==> src/rtl/sys_ctrl_pkg.sv <==
// Opcodes, FSM state encoding and ALU operand addresses shared by the UART
// command controller and its bench.
package sys_ctrl_pkg;

    localparam logic [7:0] CMD_WR       = 8'hAA;
    localparam logic [7:0] CMD_RD       = 8'hBB;
    localparam logic [7:0] CMD_ALU      = 8'hCC;
    localparam logic [7:0] CMD_ALU_NOP  = 8'hDD;
    localparam logic [7:0] CMD_BURST_WR = 8'hEE;

    localparam int ADDR_OP_A = 0;
    localparam int ADDR_OP_B = 1;

    typedef enum logic [3:0] {
        IDLE, WR_ADDR, WR_DATA, RD_ADDR, RD_WAIT, ALU_A, ALU_B, ALU_F,
        ALU_WAIT, BW_ADDR, BW_CNT, BW_DATA, TX_SEND
    } state_t;

    // States that are waiting for the next byte of a frame; only these are timed.
    function automatic logic is_collecting(input state_t s);
        return s inside {WR_ADDR, WR_DATA, RD_ADDR, ALU_A, ALU_B, ALU_F,
                         BW_ADDR, BW_CNT, BW_DATA};
    endfunction

endpackage

==> src/rtl/sys_ctrl_tx_serializer.sv <==
// Sends one or two bytes of a result word, low byte first, through the UART TX
// handshake: at most one pulse every other cycle and never while TX is busy.
module sys_ctrl_tx_serializer #(
    parameter int DATA_WIDTH = 8
) (
    input  logic                    clk,
    input  logic                    rst,
    input  logic                    load,
    input  logic [2*DATA_WIDTH-1:0] load_data,
    input  logic [1:0]              load_count,
    input  logic                    tx_busy,
    output logic [DATA_WIDTH-1:0]   tx_p_data,
    output logic                    tx_d_vld,
    output logic                    pending
);

    logic [2*DATA_WIDTH-1:0] data_q, data_d, cur_data;
    logic [1:0]              rem_q, rem_d, cur_rem;
    logic [DATA_WIDTH-1:0]   tx_data_q, tx_data_d;
    logic                    tx_vld_q, tx_vld_d;
    logic                    fire;

    // A load can fire in its own cycle so the first byte leaves one edge after the result strobe.
    always_comb begin
        cur_data  = load ? load_data : data_q;
        cur_rem   = load ? load_count : rem_q;
        fire      = (cur_rem != 2'd0) && !tx_busy && !tx_vld_q;
        data_d    = cur_data;
        rem_d     = cur_rem;
        tx_vld_d  = fire;
        tx_data_d = tx_data_q;
        if (fire) begin
            tx_data_d = cur_data[DATA_WIDTH-1:0];
            data_d    = cur_data >> DATA_WIDTH;
            rem_d     = cur_rem - 2'd1;
        end
    end

    always_ff @(posedge clk) begin
        if (rst) begin
            data_q    <= '0;
            rem_q     <= 2'd0;
            tx_data_q <= '0;
            tx_vld_q  <= 1'b0;
        end else begin
            data_q    <= data_d;
            rem_q     <= rem_d;
            tx_data_q <= tx_data_d;
            tx_vld_q  <= tx_vld_d;
        end
    end

    assign tx_p_data = tx_data_q;
    assign tx_d_vld  = tx_vld_q;
    assign pending   = (rem_q != 2'd0);

endmodule

==> src/rtl/sys_cmd_ctrl_burst.sv <==
// UART command controller: turns RX byte frames into register-file writes/reads,
// ALU operations and burst writes, and returns results through the TX serializer.
//
// state    | meaning
// IDLE     | waiting for an opcode
// WR_ADDR  | write: waiting for address byte
// WR_DATA  | write: waiting for data byte
// RD_ADDR  | read: waiting for address byte
// RD_WAIT  | read: waiting for RdData_Valid
// ALU_A    | ALU: waiting for operand A (written to addr 0)
// ALU_B    | ALU: waiting for operand B (written to addr 1)
// ALU_F    | ALU: waiting for function byte
// ALU_WAIT | ALU: waiting for OUT_VALID
// BW_ADDR  | burst: waiting for start address
// BW_CNT   | burst: waiting for byte count
// BW_DATA  | burst: collecting data bytes
// TX_SEND  | result bytes draining through the serializer
module sys_cmd_ctrl_burst
    import sys_ctrl_pkg::*;
#(
    parameter int DATA_WIDTH = 8,
    parameter int ADDR_WIDTH = 4,
    parameter int FUN_WIDTH  = 4,
    parameter int TIMEOUT    = 4096
) (
    input  logic                    CLK,
    input  logic                    RST,
    input  logic [DATA_WIDTH-1:0]   RX_P_DATA,
    input  logic                    RX_D_VLD,
    output logic [ADDR_WIDTH-1:0]   Address,
    output logic                    WrEn,
    output logic                    RdEn,
    output logic [DATA_WIDTH-1:0]   WrData,
    input  logic [DATA_WIDTH-1:0]   RdData,
    input  logic                    RdData_Valid,
    output logic                    ALU_EN,
    output logic [FUN_WIDTH-1:0]    ALU_FUN,
    output logic                    CLK_GATE_EN,
    input  logic [2*DATA_WIDTH-1:0] ALU_OUT,
    input  logic                    OUT_VALID,
    output logic [DATA_WIDTH-1:0]   TX_P_DATA,
    output logic                    TX_D_VLD,
    input  logic                    TX_BUSY,
    output logic                    CMD_ERR
);

    localparam int              TMO_W    = $clog2(TIMEOUT + 1);
    localparam logic [TMO_W-1:0] TMO_LOAD = TMO_W'(TIMEOUT - 1);

    state_t                  state_q, state_d;
    logic [ADDR_WIDTH-1:0]   address_q, address_d, addr_q, addr_d, rx_addr;
    logic [DATA_WIDTH-1:0]   wr_data_q, wr_data_d, cnt_q, cnt_d;
    logic [FUN_WIDTH-1:0]    alu_fun_q, alu_fun_d;
    logic [TMO_W-1:0]        tmo_q, tmo_d;
    logic                    wr_en_q, wr_en_d, rd_en_q, rd_en_d, alu_en_q, alu_en_d;
    logic                    gate_q, gate_d, cmd_err_q, cmd_err_d;
    logic                    collecting, timeout;
    logic                    ser_load, ser_pending;
    logic [2*DATA_WIDTH-1:0] ser_data;
    logic [1:0]              ser_count;
    logic [7:0]              opcode;

    always_comb begin
        state_d    = state_q;
        address_d  = address_q;
        addr_d     = addr_q;
        wr_data_d  = wr_data_q;
        cnt_d      = cnt_q;
        alu_fun_d  = alu_fun_q;
        gate_d     = gate_q;
        wr_en_d    = 1'b0;
        rd_en_d    = 1'b0;
        alu_en_d   = 1'b0;
        cmd_err_d  = 1'b0;
        ser_load   = 1'b0;
        ser_data   = '0;
        ser_count  = 2'd0;
        opcode     = RX_P_DATA[7:0];
        rx_addr    = RX_P_DATA[ADDR_WIDTH-1:0];
        collecting = is_collecting(state_q);
        timeout    = collecting && !RX_D_VLD && (tmo_q == '0);

        // Down-counter reloads on every byte and whenever no frame is being collected.
        if (RX_D_VLD || !collecting)
            tmo_d = TMO_LOAD;
        else if (tmo_q != '0)
            tmo_d = tmo_q - TMO_W'(1);
        else
            tmo_d = tmo_q;

        case (state_q)
            IDLE: if (RX_D_VLD) begin
                case (opcode)
                    CMD_WR:       state_d = WR_ADDR;
                    CMD_RD:       state_d = RD_ADDR;
                    CMD_BURST_WR: state_d = BW_ADDR;
                    CMD_ALU:      begin state_d = ALU_A; gate_d = 1'b1; end
                    CMD_ALU_NOP:  begin state_d = ALU_F; gate_d = 1'b1; end
                    default:      cmd_err_d = 1'b1;
                endcase
            end
            WR_ADDR: if (RX_D_VLD) begin
                addr_d  = rx_addr;
                state_d = WR_DATA;
            end
            WR_DATA: if (RX_D_VLD) begin
                wr_en_d   = 1'b1;
                address_d = addr_q;
                wr_data_d = RX_P_DATA;
                state_d   = IDLE;
            end
            RD_ADDR: if (RX_D_VLD) begin
                rd_en_d   = 1'b1;
                address_d = rx_addr;
                state_d   = RD_WAIT;
            end
            RD_WAIT: begin
                cmd_err_d = RX_D_VLD;
                if (RdData_Valid) begin
                    ser_load  = 1'b1;
                    ser_data  = {{DATA_WIDTH{1'b0}}, RdData};
                    ser_count = 2'd1;
                    state_d   = TX_SEND;
                end
            end
            ALU_A, ALU_B: if (RX_D_VLD) begin
                wr_en_d   = 1'b1;
                wr_data_d = RX_P_DATA;
                address_d = (state_q == ALU_A) ? ADDR_WIDTH'(ADDR_OP_A) : ADDR_WIDTH'(ADDR_OP_B);
                state_d   = (state_q == ALU_A) ? ALU_B : ALU_F;
            end
            ALU_F: if (RX_D_VLD) begin
                alu_en_d  = 1'b1;
                alu_fun_d = RX_P_DATA[FUN_WIDTH-1:0];
                state_d   = ALU_WAIT;
            end
            ALU_WAIT: begin
                cmd_err_d = RX_D_VLD;
                if (OUT_VALID) begin
                    ser_load  = 1'b1;
                    ser_data  = ALU_OUT;
                    ser_count = 2'd2;
                    gate_d    = 1'b0;
                    state_d   = TX_SEND;
                end
            end
            BW_ADDR: if (RX_D_VLD) begin
                addr_d  = rx_addr;
                state_d = BW_CNT;
            end
            BW_CNT: if (RX_D_VLD) begin
                cnt_d   = RX_P_DATA;
                state_d = (RX_P_DATA == '0) ? IDLE : BW_DATA;
            end
            BW_DATA: if (RX_D_VLD) begin
                wr_en_d   = 1'b1;
                address_d = addr_q;
                wr_data_d = RX_P_DATA;
                addr_d    = addr_q + ADDR_WIDTH'(1);
                cnt_d     = cnt_q - DATA_WIDTH'(1);
                if (cnt_q == DATA_WIDTH'(1))
                    state_d = IDLE;
            end
            TX_SEND: begin
                cmd_err_d = RX_D_VLD;
                if (!ser_pending)
                    state_d = IDLE;
            end
            default: state_d = IDLE;
        endcase

        if (timeout) begin
            state_d   = IDLE;
            cmd_err_d = 1'b1;
            gate_d    = 1'b0;
        end
    end

    always_ff @(posedge CLK) begin
        if (RST) begin
            state_q   <= IDLE;
            address_q <= '0;
            addr_q    <= '0;
            wr_data_q <= '0;
            cnt_q     <= '0;
            alu_fun_q <= '0;
            tmo_q     <= TMO_LOAD;
            wr_en_q   <= 1'b0;
            rd_en_q   <= 1'b0;
            alu_en_q  <= 1'b0;
            gate_q    <= 1'b0;
            cmd_err_q <= 1'b0;
        end else begin
            state_q   <= state_d;
            address_q <= address_d;
            addr_q    <= addr_d;
            wr_data_q <= wr_data_d;
            cnt_q     <= cnt_d;
            alu_fun_q <= alu_fun_d;
            tmo_q     <= tmo_d;
            wr_en_q   <= wr_en_d;
            rd_en_q   <= rd_en_d;
            alu_en_q  <= alu_en_d;
            gate_q    <= gate_d;
            cmd_err_q <= cmd_err_d;
        end
    end

    sys_ctrl_tx_serializer #(.DATA_WIDTH(DATA_WIDTH)) u_tx (
        .clk        (CLK),
        .rst        (RST),
        .load       (ser_load),
        .load_data  (ser_data),
        .load_count (ser_count),
        .tx_busy    (TX_BUSY),
        .tx_p_data  (TX_P_DATA),
        .tx_d_vld   (TX_D_VLD),
        .pending    (ser_pending)
    );

    assign Address     = address_q;
    assign WrEn        = wr_en_q;
    assign RdEn        = rd_en_q;
    assign WrData      = wr_data_q;
    assign ALU_EN      = alu_en_q;
    assign ALU_FUN     = alu_fun_q;
    assign CLK_GATE_EN = gate_q;
    assign CMD_ERR     = cmd_err_q;

endmodule
==> config.mk <==
export PLATFORM = sky130hd
export DESIGN_NAME = sys_cmd_ctrl_burst
export DESIGN_NICKNAME = d
export VERILOG_FILES = /design/src/rtl/sys_ctrl_pkg.sv /design/src/rtl/sys_ctrl_tx_serializer.sv /design/src/rtl/sys_cmd_ctrl_burst.sv
export SDC_FILE = /design/constraint.sdc
export NUM_CORES = 1
export LEC_CHECK = 0
export ABC_AREA = 0
export ABC_CLOCK_PERIOD_IN_PS = 2400
export CORE_MARGIN = 10
export CORE_UTILIZATION = 41
export CTS_BUF_LIST = sky130_fd_sc_hd__clkbuf_16
export DETAILED_ROUTE_END_ITERATION = 8
export DONT_BUFFER_PORTS = 1
export SLEW_MARGIN = 20
export SYNTH_ARGS = -nofsm -noshare
export SYNTH_HDL_FRONTEND = slang
export SYNTH_SLANG_ARGS = --single-unit
==> constraint.sdc <==
create_clock -name CLK -period 2.4 [get_ports CLK]
set_input_delay 0.36 -clock CLK [delete_from_list [all_inputs] [get_ports CLK]]
set_output_delay 0.36 -clock CLK [all_outputs]
set_load 0.02 [all_outputs]
==> run summary <==
Status: complete, no violations
Sequential power share: 44.0%
Full die area: 13,800 µm²
Final number of setup-violating endpoints: 0
Total power: 3980 µW
GRT Residual Overflow: 0
Slowest-stage cell, CP: or3_4
Leakage: 0.00154 µW
CP Launch Point: state_q[1]
Share of cells above drive strength 1: 9.59%
Detail Route met2 WL: 4910 µm
Tightest Pin Transition: 0.724 ns
Vias in the first global route: 3,145
Row count: 35
Max-slew violation count: 0
Hold Path Class: in2reg
Global-route wire length before repair: 16,100 µm
Post-synth ARST share: 0%
Net Sw Power: 1370 µW
Clk_skew: 0.00697 ns
Cell taking the most area after synthesis: dfxtp_1
Uppermost layer routed: met4
Num ports: 68
CTS Buf Count: 9
Largest net degree at the start of global routing: 53
Reg-to-Reg Start: state_q[1]
Tmin final: 2.26 ns
Synth Flop Type: dfxtp_1
FILL cells: 919
Most frequent cell after synthesis: dfxtp_1
RSZ-0062 raised after global routing: no
Via density: 5.65
Vias: 3,322
CTS max path bufs: 2
Crit-path leading delay family: simple AND/OR/NAND/NOR gates
CTS clk-pin slew, worst paths: 0.06 ns
Period utilization: 94.2%
Critical Path Sink Type: flip-flop
# Post-CTS Setup Buffers: 0
Drt pass-1 iters: 4
EDFF count, synth: 0
Port Buf Inserts: 0
Routed len/inst: 17.2 µm
Post-CTS Hold Fix Bufs: 0
Synth area leaders: dfxtp_1, a211oi_1, nor2_1
Final #Nets: 497
Yosys reg bits: 77
Crit-path max cell delay: 0.49 ns
Area share of the largest cell type after synthesis: 39.7%
Starting DRT DRC Count: 203
Starting density of the core: 42.0%
Syn Nets: 506
Hold path start: RST
Slack of the critical path: 0.140 ns
Relative slew slack: 51.3%
Total GRT Usage: 14.6%
Root Driver: clkbuf_16
Post-route ant nets: 0
Critical Path, Cell by Cell: nor4b_2, and2_1, a21oi_1, ha_1, or3_4, a211oi_1, nor3_1
Clock power share: 31.1%
Max Fclk: 0.442 GHz
Avg Cell Area, Syn: 8.38 µm²
Buffers & Inverters on Critical Path: 0
Die H: 117 µm
Most frequent cells after synthesis: dfxtp_1, nor2_1, nand2_1
Ys Warns: 0
Register area share after synthesis: 39.7%
Max-cap violations: 0
Core area: 9240 µm²
Post-Route M1 WL: 4570 µm
CP required: 2.61 ns
Detailed Place HPWL: 7220 µm
Setup TNS Final: 0 ns
CTS tree: done
Startpoint types: flip-flop
Metal3 WL: 538 µm
PD cells: 932 nW/µm²
N_diodes: 0
Total routed wirelength: 10,100 µm
Switching share of power: 34.5%
Unique cell type count in the Yosys netlist: 71
Clk sinks: 77
Max FO, Critical Path: 12
Mapped Cells: 463
DP Worst Slack: 0.0843 ns
Gate power share: 25.0%
Worst VDD drop: 0.000340 V
Hold Violations, Final: 0
H-tree levels: 3
DRC violations left: 0
Worst skew pair latency: 0.33 ns
Internal: 2610 µW
Layout area overhead: 10.0%
Initial antenna violation count: 0
WS Path Type: reg2reg
Die width: 117 µm
RD Place Congestion: 0.860
WP data arrival: 2.47 ns
Post-Syn Area: 3880 µm²
-- flip-flops by register name, summed over array words and instances, names as in the netlist, 8 cells and up --
register / cells
WrData: 8
tmo_q: 13
u_tx.tx_p_data: 8
u_tx.data_q: 16
cnt_q: 8
-- placed cells by master (no fill, tap or decap), drive strengths merged, types with 3 or more instances in the layout --
master  instances
dfxtp          77
nor2           52
nand2          42
a211oi         27
nor3           26
a21oi          24
o21ai          22
inv            14
buf            13
a22oi          12
nand3           9
clkbuf          9
mux2i           8
xor2            8
a22o            8
and3            7
nand4           7
nor2b           6
nand2b          6
xnor2           5
ha              5
o21a            4
or4             4
a31oi           4
and2            4
o31ai           4
or3             4
nor4            4
clkinv          4
a41oi           3
a221oi          3
-- final cells by class --
cell class | instances | area, µm² | area share, %
tap | 129 | 161 | 3.78
sequential | 77 | 1540 | 36.1
inverter | 12 | 45.0 | 1.06
clock inverter | 7 | 42.5 | 0.997
timing repair buffer | 13 | 97.6 | 2.29
clock buffer | 9 | 225 | 5.28
multi-input combinational | 341 | 2150 | 50.5
-- power groups by stage --
stage          sequential [µW]  clock, µW  combinational [µW]
2_1_floorplan             1710          0                 817
3_3_place_gp              1770          0                 950
3_5_place_dp              1770          0                 963
4_1_cts                   1750       1260                 967
5_1_grt                   1770       1310                1130
6_report                  1750       1230                 993
-- per-layer routing --
layer	vias up	global-route usage, %
met2	53	23.1
met3	4	4.03
met4	0	5.19
li1	1678	-
met5	-	0
met1	1587	18.8
-- final timing paths --
check | slack (ns) | endpoint | cells past startpoint
setup reg to reg | 0.14 | u_tx.tx_p_data[4] | 7
hold reg to reg | 0.45 | tmo_q[12] | 2
hold / removal | 0.09 | u_tx.data_q[2] | 1
setup / recovery | 0.14 | u_tx.tx_p_data[4] | 7
-- cell families after synthesis --
family	after synthesis	share of synthesized area [%]
flip-flops	77	39.7
multiplexers	8	2.06
buffers and inverters	45	5.45
AND/OR/NAND/NOR	187	25.3
adder cells (fa/ha/maj)	5	1.61
AO/OA/AOI/OAI	128	22.9
XOR/XNOR	13	2.94
-- through the flow --
step                util, %  cell area, µm²  cells  hold slack (ns)
finish                 46.2            4270    588           0.0945
global route           46.2            4270    588           0.0901
CTS                    45.9            4240    588           0.0962
detailed placement     43.0            3980    572            0.444
global placement       43.0            3980    572            0.437
floorplan                 -            3880    463            0.427
-- timing repair --
action,4_1_cts,5_1_grt
hold endpoints to repair,0,0
resized for setup,0,5
setup endpoints to repair,0,22
Note: power is estimated with default switching activity, not from simulation.
